$ cat src/rtl/mac_accumulator.sv
// Multiply-accumulate controller driving an external combinational N x N multiplier.
// Define MAC_SATURATE_EN to clamp the accumulator on overflow instead of wrapping.
module mac_accumulator #(
  parameter int N     = 4,
  parameter int M     = 8,
  parameter int ACC_W = 16,
  parameter int CNT_W = 4
) (
  input  logic             clk,
  input  logic             rst_n,
  input  logic             start,
  input  logic [CNT_W-1:0] len,
  input  logic             in_valid,
  output logic             in_ready,
  input  logic [N-1:0]     in_a,
  input  logic [N-1:0]     in_b,
  output logic [N-1:0]     mul_a,
  output logic [N-1:0]     mul_b,
  input  logic [M-1:0]     mul_prod,
  output logic             out_valid,
  input  logic             out_ready,
  output logic [ACC_W-1:0] out_acc,
  output logic             busy,
  output logic             ovf
);

  typedef enum logic [1:0] {IDLE, ACCUM, DONE} state_t;

  state_t           state, state_next;
  logic [CNT_W-1:0] len_r, acc_cnt, add_cnt;
  logic [ACC_W-1:0] acc, acc_add;
  logic [ACC_W:0]   sum_wide;
  logic             p_vld, accept, carry, add_last;

  // One extra bit catches the carry out of the accumulator.
  assign sum_wide = {1'b0, acc} + {{(ACC_W + 1 - M){1'b0}}, mul_prod};
  assign carry    = sum_wide[ACC_W];

`ifdef MAC_SATURATE_EN
  assign acc_add = carry ? {ACC_W{1'b1}} : sum_wide[ACC_W-1:0];
`else
  assign acc_add = sum_wide[ACC_W-1:0];
`endif

  assign accept   = in_valid & in_ready;
  assign add_last = p_vld && (({1'b0, add_cnt} + 1'b1) == {1'b0, len_r});

  always_comb begin
    state_next = state;
    in_ready   = 1'b0;
    out_valid  = 1'b0;
    busy       = 1'b0;
    case (state)
      IDLE: begin
        if (start) state_next = (len != '0) ? ACCUM : DONE;
      end
      ACCUM: begin
        busy     = 1'b1;
        in_ready = (acc_cnt < len_r);
        if (add_last) state_next = DONE;
      end
      DONE: begin
        busy      = 1'b1;
        out_valid = 1'b1;
        if (out_ready) state_next = IDLE;
      end
      default: state_next = IDLE;
    endcase
  end

  always_ff @(posedge clk or negedge rst_n) begin
    if (!rst_n) state <= IDLE;
    else        state <= state_next;
  end

  always_ff @(posedge clk or negedge rst_n) begin
    if (!rst_n) begin
      mul_a   <= '0;
      mul_b   <= '0;
      len_r   <= '0;
      acc     <= '0;
      acc_cnt <= '0;
      add_cnt <= '0;
      out_acc <= '0;
      ovf     <= 1'b0;
      p_vld   <= 1'b0;
    end else begin
      // Operand stage: accept only happens in ACCUM because in_ready is gated by state.
      p_vld <= accept;
      if (accept) begin
        mul_a   <= in_a;
        mul_b   <= in_b;
        acc_cnt <= acc_cnt + 1'b1;
      end
      case (state)
        IDLE: begin
          if (start) begin
            len_r   <= len;
            acc     <= '0;
            ovf     <= 1'b0;
            acc_cnt <= '0;
            add_cnt <= '0;
            if (len == '0) out_acc <= '0;
          end
        end
        ACCUM: begin
          // Add stage: consumes the product of the pair registered on the previous edge.
          if (p_vld) begin
            acc     <= acc_add;
            add_cnt <= add_cnt + 1'b1;
            if (carry) ovf <= 1'b1;
            if (add_last) out_acc <= acc_add;
          end
        end
        default: ;
      endcase
    end
  end

endmodule

$ cat config.mk
export PLATFORM = sky130hd
export DESIGN_NAME = mac_accumulator
export DESIGN_NICKNAME = d
export VERILOG_FILES = /design/src/rtl/mac_accumulator.sv
export SDC_FILE = /design/constraint.sdc
export NUM_CORES = 1
export LEC_CHECK = 0
export CAP_MARGIN = 20
export CORE_ASPECT_RATIO = 1.5
export CORE_MARGIN = 1
export CORE_UTILIZATION = 25
export CTS_CLUSTER_DIAMETER = 200
export DETAILED_ROUTE_END_ITERATION = 10
export MAX_ROUTING_LAYER = met4
export SYNTH_ARGS = -nofsm -noshare
export SYNTH_HDL_FRONTEND = slang
export SYNTH_SLANG_ARGS = --single-unit
$ cat constraint.sdc
create_clock -name clk -period 2.3 [get_ports clk]
set_input_delay 0.23 -clock clk [delete_from_list [all_inputs] [get_ports clk]]
set_output_delay 0.23 -clock clk [all_outputs]
set_load 0.02 [all_outputs]
==> results.md <==
Placement:
- Buffers placed on the I/O ports in this run total 52.
- The global placer's final weighted congestion is 0.777.
- The pre-CTS setup slack is -0.187 ns.
- Detailed placement ended at an HPWL of 5.37 mm.

Routing:
- For this block, the routed nets add up to a little over 7 mm of wire.
- The vias per cell is approximately 4.6.
- In this run the remaining antenna-violating nets after routing total 0.
- The detailed router finished its first iteration with 62 violations.
- The count of unresolved DRC violations after routing is 0.
- The overall via count from detail_route is around 2400.
- The first-pass iteration count of the detailed router is 4.
- The wire length per cell is between 10 and 15 um.

Min path:
- The path type of the worst min-delay path is input pin to async pin.

Clock tree:
- The clock tree synthesis step divided the H-tree into 2 levels.
- Clock-pin slew was measured on the worst setup and hold paths at about 0.080 ns.
- No sink is reached through more buffers than the 2 on the longest clock path.
- After clock tree synthesis, the setup repair step added 0 buffers.
- The insertion delay of the later-clocked pin in the worst-skew pair is between 0.3 and 0.4 ns.
- The number of CTS-inserted buffers is 5.
- The clock drives 56 sinks.
- The clock tree from TritonCTS is done.
- The root cell of the clock tree is clkbuf_16.

STA:
- The final hold violation count is 0.
- For the pin with the worst max-slew slack, the measured transition is about 0.66 ns.
- The smallest hold slack is 0.481 ns.
- Setup repair after global routing left no endpoint under its margin.
- The number of max-slew violations in the final report is 0.
- The relative slew slack is between 50% and 60%.
- The clock period minus worst slack is between 2 and 2.5 ns.
- Setup violations remaining at the end of the flow were counted as 0.
- Clock skew on the completed layout was measured at about 0.0093 ns.
- The minimum setup slack in the final design is approximately 0.17 ns.
- After layout, the worst path uses 92.8% of the clock period.
- The fmax is 469 MHz.

Global route:
- Entering global routing, the biggest net connects 31 pins.
- The first global-routing pass estimated approximately 12 mm of wire.
- The final global-route overflow total is 0.
- The via count of the first global-routing pass is roughly 2400.
- The initial antenna violation count came to 0.
- The combined global-route utilization of all metal layers is about an eighth.

Synth:
- After synthesis, the mean cell area works out to 10.7 um^2.
- Synthesis instantiated 48 different standard cells from the library.
- Synthesis produced a netlist with a net count of about 340.
- In this run, synthesis inferred 0 flip-flops with an integrated enable.
- The sequential-to-total area share from yosys stat is roughly 44%.
- For this run, the number of Yosys warnings is 0.
- The leading register cell type out of synthesis is dfrtp_1.
- After synthesis, the share of flip-flops with an asynchronous set or reset is 100%.
- Counting flops and latches in the post-synthesis netlist gives 56.
- After technology mapping, the gate count stands at ~290.
- The synthesized area is ~0.0032 mm^2.

Cells and area:
- The share of layout cells above drive strength 1 is about an eighth.
- The filler cells instantiated in the layout total ~1300.
- The post-layout net count is 400.
- From synthesis to final layout, the design area changed by 29.4%.
- The count of antenna diodes in the layout is 0.

Floorplanning:
- The overall die area is approximately 0.013 mm^2.
- The floorplan has just under 50 rows.
- The starting density of the core is between 20% and 30%.
- The core footprint is between 0.01 and 0.015 mm^2.
- The floorplan step set the die width to between 90 and 100 um.
- The number of I/O pins is 53.
- The die extent in y is around 140 um.

Power and ir drop:
- Power comes to between 4 and 5 mW.
- IR analysis of the VDD net gives a maximum drop of between 500 and 600 uV.
- Dividing total power by cell area gives a power density of approximately 1100 mW/mm^2.
- The leakage power of the design is around 1.9 nW.

Setup path:
- The critical register-to-register path startpoint is acc[0]$_DFFE_PN0P_.
- For the worst setup path, the data arrival time is between 1.5 and 2 ns.
- STA classifies the critical path endpoint as a primary output.
- The critical path launch point type is a register.
- The startpoint of the worst setup timing path is len_r[1]$_DFFE_PN0P_.
- The worst setup path is of the register to primary output kind.
- The biggest fanout along the worst timing path is 4.
- Data on the critical path is required at its endpoint by slightly above 2 ns.

Flow run:
- The count of max-cap constraint violations is 0.

Run status:
- The run finished with clean final reports.
==> routing by layer <==
layer	GRT usage, %	up-vias	wire length (um)
li1	-	1178	-
met1	13.5	1147	3080
met2	20.6	46	3710
met3	2.40	6	234
met4	3.24	0	85
met5	-	-	0
==> cells in the final DEF, fill, tap and decap left out, drive strengths merged, types with 2 or more instances in the layout <==
master / n
o21ai: 18
nor3: 2
nand2b: 5
ha: 16
mux2: 15
nor2: 13
buf: 17
a21boi: 4
mux2i: 18
o211ai: 3
and3: 3
o31ai: 3
a21oi: 6
a211oi: 7
a41o: 4
clkbuf: 6
dfrtp: 56
nand3: 7
nand2: 37
a22o: 2
nand4: 5
clkdlybuf4s50: 50
a21o: 6
xor2: 11
o2bb2ai: 6
xnor2: 9
inv: 14
==> report_power, final <==
part	switching [mW]	total (mW)	leakage, nW	internal (mW)
Clock	0.385	0.793	0.0671	0.408
Combinational	1.27	2.33	1.08	1.06
Sequential	0.188	1.43	0.743	1.24
==> kinds of logic after synthesis <==
family | after synthesis | share of synthesized area (%)
simple gates | 76 | 11.6
compound gates | 66 | 15.6
flops | 56 | 44.4
mux | 33 | 11.1
buf+inv | 26 | 4.68
xor+xnor | 20 | 5.56
fa+ha+maj | 17 | 6.98
==> area by class of cell <==
cell class	count	area, um^2	area share, %
multi-input combinational	212	1610	39.4
sequential	56	1400	34.3
timing repair buffer	69	682	16.7
tap	153	191	4.69
clock buffer	6	129	3.16
inverter	14	52.6	1.29
clock inverter	2	16.3	0.399
==> Yosys cell counts (all sizes together), types with 2 or more instances <==
cell	instances	share of area (%)
buf	7	1.8
and3	3	0.60
o31ai	3	1.2
a21oi	6	0.95
nor3	2	0.32
inv	14	1.7
mux2	15	5.4
a21o	6	1.5
o21ai	18	2.9
o211ai	3	0.71
nand2	37	4.6
nand3	7	1.5
nor2	13	1.5
ha	16	6.3
o2bb2ai	6	1.7
dfrtp	56	44
mux2i	18	5.7
xor2	11	3.1
nand4	5	0.99
a21boi	4	0.95
xnor2	9	2.5
nand2b	5	0.99
clkbuf	5	1.2
a211oi	7	1.8
a22o	2	0.60
a41o	4	1.3
==> sequential cells by signal, indices dropped and copies added, names as in the netlist, 2 cells and up <==
register and flops:
acc 16, out_acc 16, acc_cnt 4, add_cnt 4
len_r 4, mul_a 4, mul_b 4, state 2
==> worst paths after layout <==
kind / slack, ns / cells after the start / to
setup / recovery: 0.17 / 6 / in_ready
hold / removal: 0.48 / 2 / out_acc[2]$_DFFE_PN0P_
setup reg to reg: 0.21 / 7 / out_acc[8]$_DFFE_PN0P_
hold reg to reg: 0.49 / 1 / out_acc[14]$_DFFE_PN0P_
max in group asynchronous: 1.20 / 3 / mul_a[1]$_DFFE_PN0N_
min in group clk: 0.49 / 1 / out_acc[14]$_DFFE_PN0P_
==> metrics by stage <==
stage	std cells	area, um^2	util [%]	TNS (ns)
floorplan	294	3150	-	0
global placement	503	3920	32.3	-1.63
detailed placement	503	3920	32.3	-1.88
CTS	512	4080	33.6	0
global route	512	4080	33.6	0
finish	512	4080	33.6	0
==> worst max-delay path: stages (launching register included) <==
cell,delay [ns]
dfrtp_1,0.39
inv_1,0.06
ha_1,0.28
a21o_1,0.15
a21o_1,0.21
a21oi_1,0.17
dlygate4sd2_1,0.35
==> repair_timing <==
item                       CTS  global route
hold endpoints to repair    26             0
resized for setup            1             1
setup endpoints to repair    1             5
hold buffers                 1             0
No activity file was read; power rests on OpenSTA's default activity.
